`config.mk`:
```
export PLATFORM = sky130hd
export DESIGN_NAME = uart_xmt_arbiter
export DESIGN_NICKNAME = d
export VERILOG_FILES = /design/src/rtl/uart_xmt_arbiter.sv
export SDC_FILE = /design/constraint.sdc
export NUM_CORES = 1
export LEC_CHECK = 0
export ABC_AREA = 1
export BUFFER_PORTS_ARGS = -buffer_cell sky130_fd_sc_hd__buf_4
export CORE_MARGIN = 2
export CORE_UTILIZATION = 40
export DETAILED_ROUTE_END_ITERATION = 12
export GPL_TIMING_DRIVEN = 0
export HOLD_SLACK_MARGIN = 0.03
export MAX_ROUTING_LAYER = met4
export PLACE_DENSITY = 0.67
export SLEW_MARGIN = 20
export SYNTH_ARGS = -nofsm -noshare
export SYNTH_HDL_FRONTEND = slang
export SYNTH_SLANG_ARGS = --single-unit
```
`constraint.sdc`:
```
create_clock -name Clock -period 1.6 [get_ports Clock]
set_clock_uncertainty 0.2 [all_clocks]
set_input_delay 0.24 -clock Clock [delete_from_list [all_inputs] [get_ports Clock]]
set_output_delay 0.24 -clock Clock [all_outputs]
set_load 0.02 [all_outputs]
```
`src/rtl/uart_xmt_arbiter.sv`:
```
// UART transmit arbiter: grants one of NREQ byte requesters and steps the transmitter strobes.
// Define UART_XMT_ARB_RR_EN for round-robin arbitration; default is fixed priority (lowest index wins).
module uart_xmt_arbiter #(
  parameter int NREQ         = 4,
  parameter int FRAME_CYCLES = 12
) (
  input  logic                    Clock,
  input  logic                    rst,
  input  logic [NREQ-1:0]         req,
  input  logic [8*NREQ-1:0]       req_data,
  output logic [NREQ-1:0]         ack,
  output logic [$clog2(NREQ)-1:0] grant_id,
  output logic                    busy,
  output logic [7:0]              Data_Bus,
  output logic                    Load_XMT_datareg,
  output logic                    Byte_ready,
  output logic                    T_byte
);
  localparam int IDW = $clog2(NREQ);

  typedef enum logic [2:0] {IDLE, LOAD, READY, SEND, WAIT} state_t;

  state_t         state;
  logic [7:0]     cnt;
  logic [7:0]     byte_reg;
  logic [IDW-1:0] start;
  logic [IDW-1:0] win_id;
  logic [IDW-1:0] idx;
  logic           win_found;

`ifdef UART_XMT_ARB_RR_EN
  logic [IDW-1:0] ptr;

  // Pointer moves to the slot after the winner so the winner gets lowest priority next time.
  always_ff @(posedge Clock or posedge rst) begin
    if (rst)
      ptr <= '0;
    else if (state == IDLE && win_found)
      ptr <= (int'(win_id) == NREQ - 1) ? '0 : win_id + 1'b1;
  end

  assign start = ptr;
`else
  assign start = '0;
`endif

  always_comb begin
    win_found = 1'b0;
    win_id    = '0;
    idx       = '0;
    for (int i = 0; i < NREQ; i++) begin
      idx = IDW'((int'(start) + i) % NREQ);
      if (!win_found && req[idx]) begin
        win_found = 1'b1;
        win_id    = idx;
      end
    end
  end

  // Outputs are set on entry to the state in which they must be visible.
  always_ff @(posedge Clock or posedge rst) begin
    if (rst) begin
      state            <= IDLE;
      cnt              <= '0;
      byte_reg         <= '0;
      ack              <= '0;
      grant_id         <= '0;
      busy             <= 1'b0;
      Data_Bus         <= '0;
      Load_XMT_datareg <= 1'b0;
      Byte_ready       <= 1'b0;
      T_byte           <= 1'b0;
    end else begin
      ack              <= '0;
      Load_XMT_datareg <= 1'b0;
      Byte_ready       <= 1'b0;
      T_byte           <= 1'b0;
      case (state)
        IDLE: begin
          if (win_found) begin
            byte_reg         <= req_data[{win_id, 3'b000} +: 8];
            Data_Bus         <= req_data[{win_id, 3'b000} +: 8];
            grant_id         <= win_id;
            busy             <= 1'b1;
            ack              <= NREQ'(1) << win_id;
            Load_XMT_datareg <= 1'b1;
            state            <= LOAD;
          end
        end
        LOAD: begin
          Data_Bus   <= byte_reg;
          Byte_ready <= 1'b1;
          state      <= READY;
        end
        READY: begin
          Data_Bus <= byte_reg;
          T_byte   <= 1'b1;
          state    <= SEND;
        end
        SEND: begin
          Data_Bus <= '0;
          cnt      <= 8'(FRAME_CYCLES - 1);
          state    <= WAIT;
        end
        WAIT: begin
          if (cnt == 8'd0) begin
            busy  <= 1'b0;
            state <= IDLE;
          end else begin
            cnt <= cnt - 8'd1;
          end
        end
        default: state <= IDLE;
      endcase
    end
  end
endmodule

```
==> impl_metrics.tcl <==
set metrics [dict create \
    die_w_um 72.3 \
    clock_path_buffers 2 \
    synth_area_mm2 0.00187 \
    drtIter0Drc 81 \
    syn-num-nets 276 \
    p_per_area_mw_per_mm2 1640 \
    cp_data_required_time_ns 1.58 \
    critical_path_class "flip-flop to flip-flop" \
    viasPerCell 5.02 \
    cts_tree "yes" \
    critical-path-top-delay-family "flip-flops" \
    hpwl_um 3370 \
    clock.fmax_mhz 620 \
    end_kind "flip-flop" \
    final_cell_area_mm2 0.00268 \
    grt_use_total_pct 19.9 \
    grt_pass1_vias 1805 \
    grt_max_degree 29 \
    setup-tns-final_ns -0.0197 \
    clk_latency_ns 0.29 \
    synth_edf_count 0 \
    gr-total-overflow 0 \
    io_pins 56 \
    syn_inst 236 \
    drv_cap 0 \
    fillers 403 \
    synth_seq_cells 37 \
    status "finished with violations" \
    fp.coreArea_mm2 0.00441 \
    start_kind "flip-flop" \
    crit_start "cnt[1]$_DFFE_PP0P_" \
    path_cells "inv_2 > ha_4 > nand2_4 > o21ai_4 > nand2_4 > buf_4 > nand3_1 > nand2_1" \
    worstMarginPinSlew_ns 0.532 \
    r2r_start "cnt[1]$_DFFE_PP0P_" \
    setup_violations 2 \
    p_leak_nw 1.42 \
    ys_seq_area_share_pct 49.6 \
    syn_area_per_cell_um2 7.92 \
    die_area_mm2 0.00523 \
    fin_util_pct 60.7 \
    critPathMaxStageDelay_ns 0.42 \
    min_period_ns 1.61 \
    synth.distinct_cells 26 \
    r2r_cells 8 \
    antenna_found_initial 0 \
    setup_ws_ns -0.0140 \
    portBuffers 55 \
    r2r_end "cnt[7]$_DFFE_PP0P_" \
    critPathSlowestCell "dfrtp_1" \
    clk_pin_slew_worst_paths_ns 0.08 \
    yosys-top-cells-area "dfrtp_1 (50%), nand2_1 (16%), nor2_1 (5.0%)" \
    synth-async-reset-ratio_pct 100 \
    multi_input_area_um2 888 \
    drt_wl_total_um 4700 \
    cts.sinks 37 \
    vdd_drop_max_mv 0.832 \
    nets 357 \
    dp_cells 344 \
    maxSlewViolCount 0 \
    die_y_um 72.3 \
    htreeDepth 2 \
    drive_above_1_share_pct 33.0 \
    rsz0062_at_grt "yes" \
    regArea_um2 927 \
    dp_slack_ns -0.127 \
    p_total_mw 4.39 \
    antenna_cells 0 \
    post-route-period-util_pct 101 \
    dr.pass1.iters 4 \
    synth.largest_area_cell "dfrtp_1" \
    yosys-top-cells-count "nand2_1 (78), dfrtp_1 (37), nor2_1 (25)" \
    ys_warn_count 0 \
    max-slew-margin-rel_pct 64.3 \
    r2r_slack_ns -0.01 \
    hp-class "input port to flip-flop" \
    grt_first_pass_wirelength_um 7910 \
    violations "setup timing" \
    placed_cell_area_mm2 0.00237 \
    ant_nets 0 \
    fin_cells 370 \
    hold_viol 0 \
    crit_path_end "cnt[7]$_DFFE_PP0P_" \
    drc_errors 0 \
    path_max_fanout 5 \
    path_buf_inv 2 \
    vias 1856 \
    clockRootBuffer "clkbuf_8" \
    synthFlopType "dfrtp_1" \
    arrival_ns 1.59 \
    synth.most_common_cell "nand2_1" \
    rows 24 \
    wl_per_cell_um 12.7 \
    synth_top_area_share_pct 49.6 \
    worst-path-stages 8 \
    initial_core_util_pct 42.3 \
    timing.hold.ws_ns 0.0797 \
    path_common_cell "nand2_4" \
    globalplace.congestion 0.824 \
    syn2layout_area_growth_pct 43.5 \
    cts_made_buffers 5 \
]
[layout make-up]
type / instances / share of cell area [%]
clock inverter: 2 / 1.40
buffer: 3 / 0.793
clock buffer: 6 / 3.08
timing repair buffer: 73 / 21.3
inverter: 23 / 3.31
sequential: 37 / 34.6
tap: 52 / 2.43
multi-input combinational: 174 / 33.1
[routing by layer]
layer	track usage (%)	up-vias	part of all wire, %
met3	4.17	12	4.2
li1	-	927	-
met2	32.7	51	49
met5	-	-	0
met4	5.45	0	1.6
met1	25.0	866	45
[how the worst min path moves through the flow]
stage,slack (ns),depth (start not counted),start,endpoint
after floorplan,0.11,1,req[1],ack[2]$_DFF_PP0_
after detailed placement,-0.01,2,rst,cnt[7]$_DFFE_PP0P_
after global placement,0.23,2,req[1],ack[2]$_DFF_PP0_
after global routing,0.08,3,req[2],ack[2]$_DFF_PP0_
final,0.08,3,req[2],ack[2]$_DFF_PP0_
after CTS,0.07,3,req[2],ack[2]$_DFF_PP0_
[cells by family after synthesis]
logic type                 synth area share, %
buffers and inverters                     5.43
DFF                                       49.6
and+or+nand+nor                           33.8
AOI/OAI and AO/OA                         7.97
xor gates and xnor gates                  1.88
adders and majority gates                 1.34
[placed cells by master (no fill, tap or decap), types with 2 or more instances in the layout]
| master | n |
|---|---|
| dlygate4sd3_1 | 4 |
| nor2_1 | 22 |
| dfrtp_1 | 36 |
| buf_2 | 2 |
| o21ai_0 | 2 |
| inv_1 | 18 |
| o21ai_2 | 2 |
| nor2_2 | 3 |
| nand2_4 | 2 |
| nor2_4 | 2 |
| nand4_1 | 9 |
| nand2_2 | 4 |
| inv_2 | 4 |
| a31oi_1 | 3 |
| clkbuf_8 | 6 |
| nand3_1 | 18 |
| nand2_1 | 76 |
| xor2_1 | 3 |
| a21oi_1 | 17 |
| buf_4 | 68 |
[tightest hold or removal path, stage by stage]
cell    delay, ns
buf_4        0.12
inv_1        0.11
nor4_1       0.07
[what timing repair did]
item / CTS / global route
pin swaps: 5 / 5
gates resized for setup: 6 / 14
endpoints found under the setup margin: 18 / 26
setup buffers: 6 / 7
cloned: 0 / 1
endpoints found under the hold margin: 39 / 0
hold buffers: 4 / 0
[power by group]
group / switching, mW / internal (mW)
Combinational: 1.20 / 0.847
Clock: 0.343 / 0.507
Sequential: 0.202 / 1.29
No activity file was read; power rests on OpenSTA's default activity.
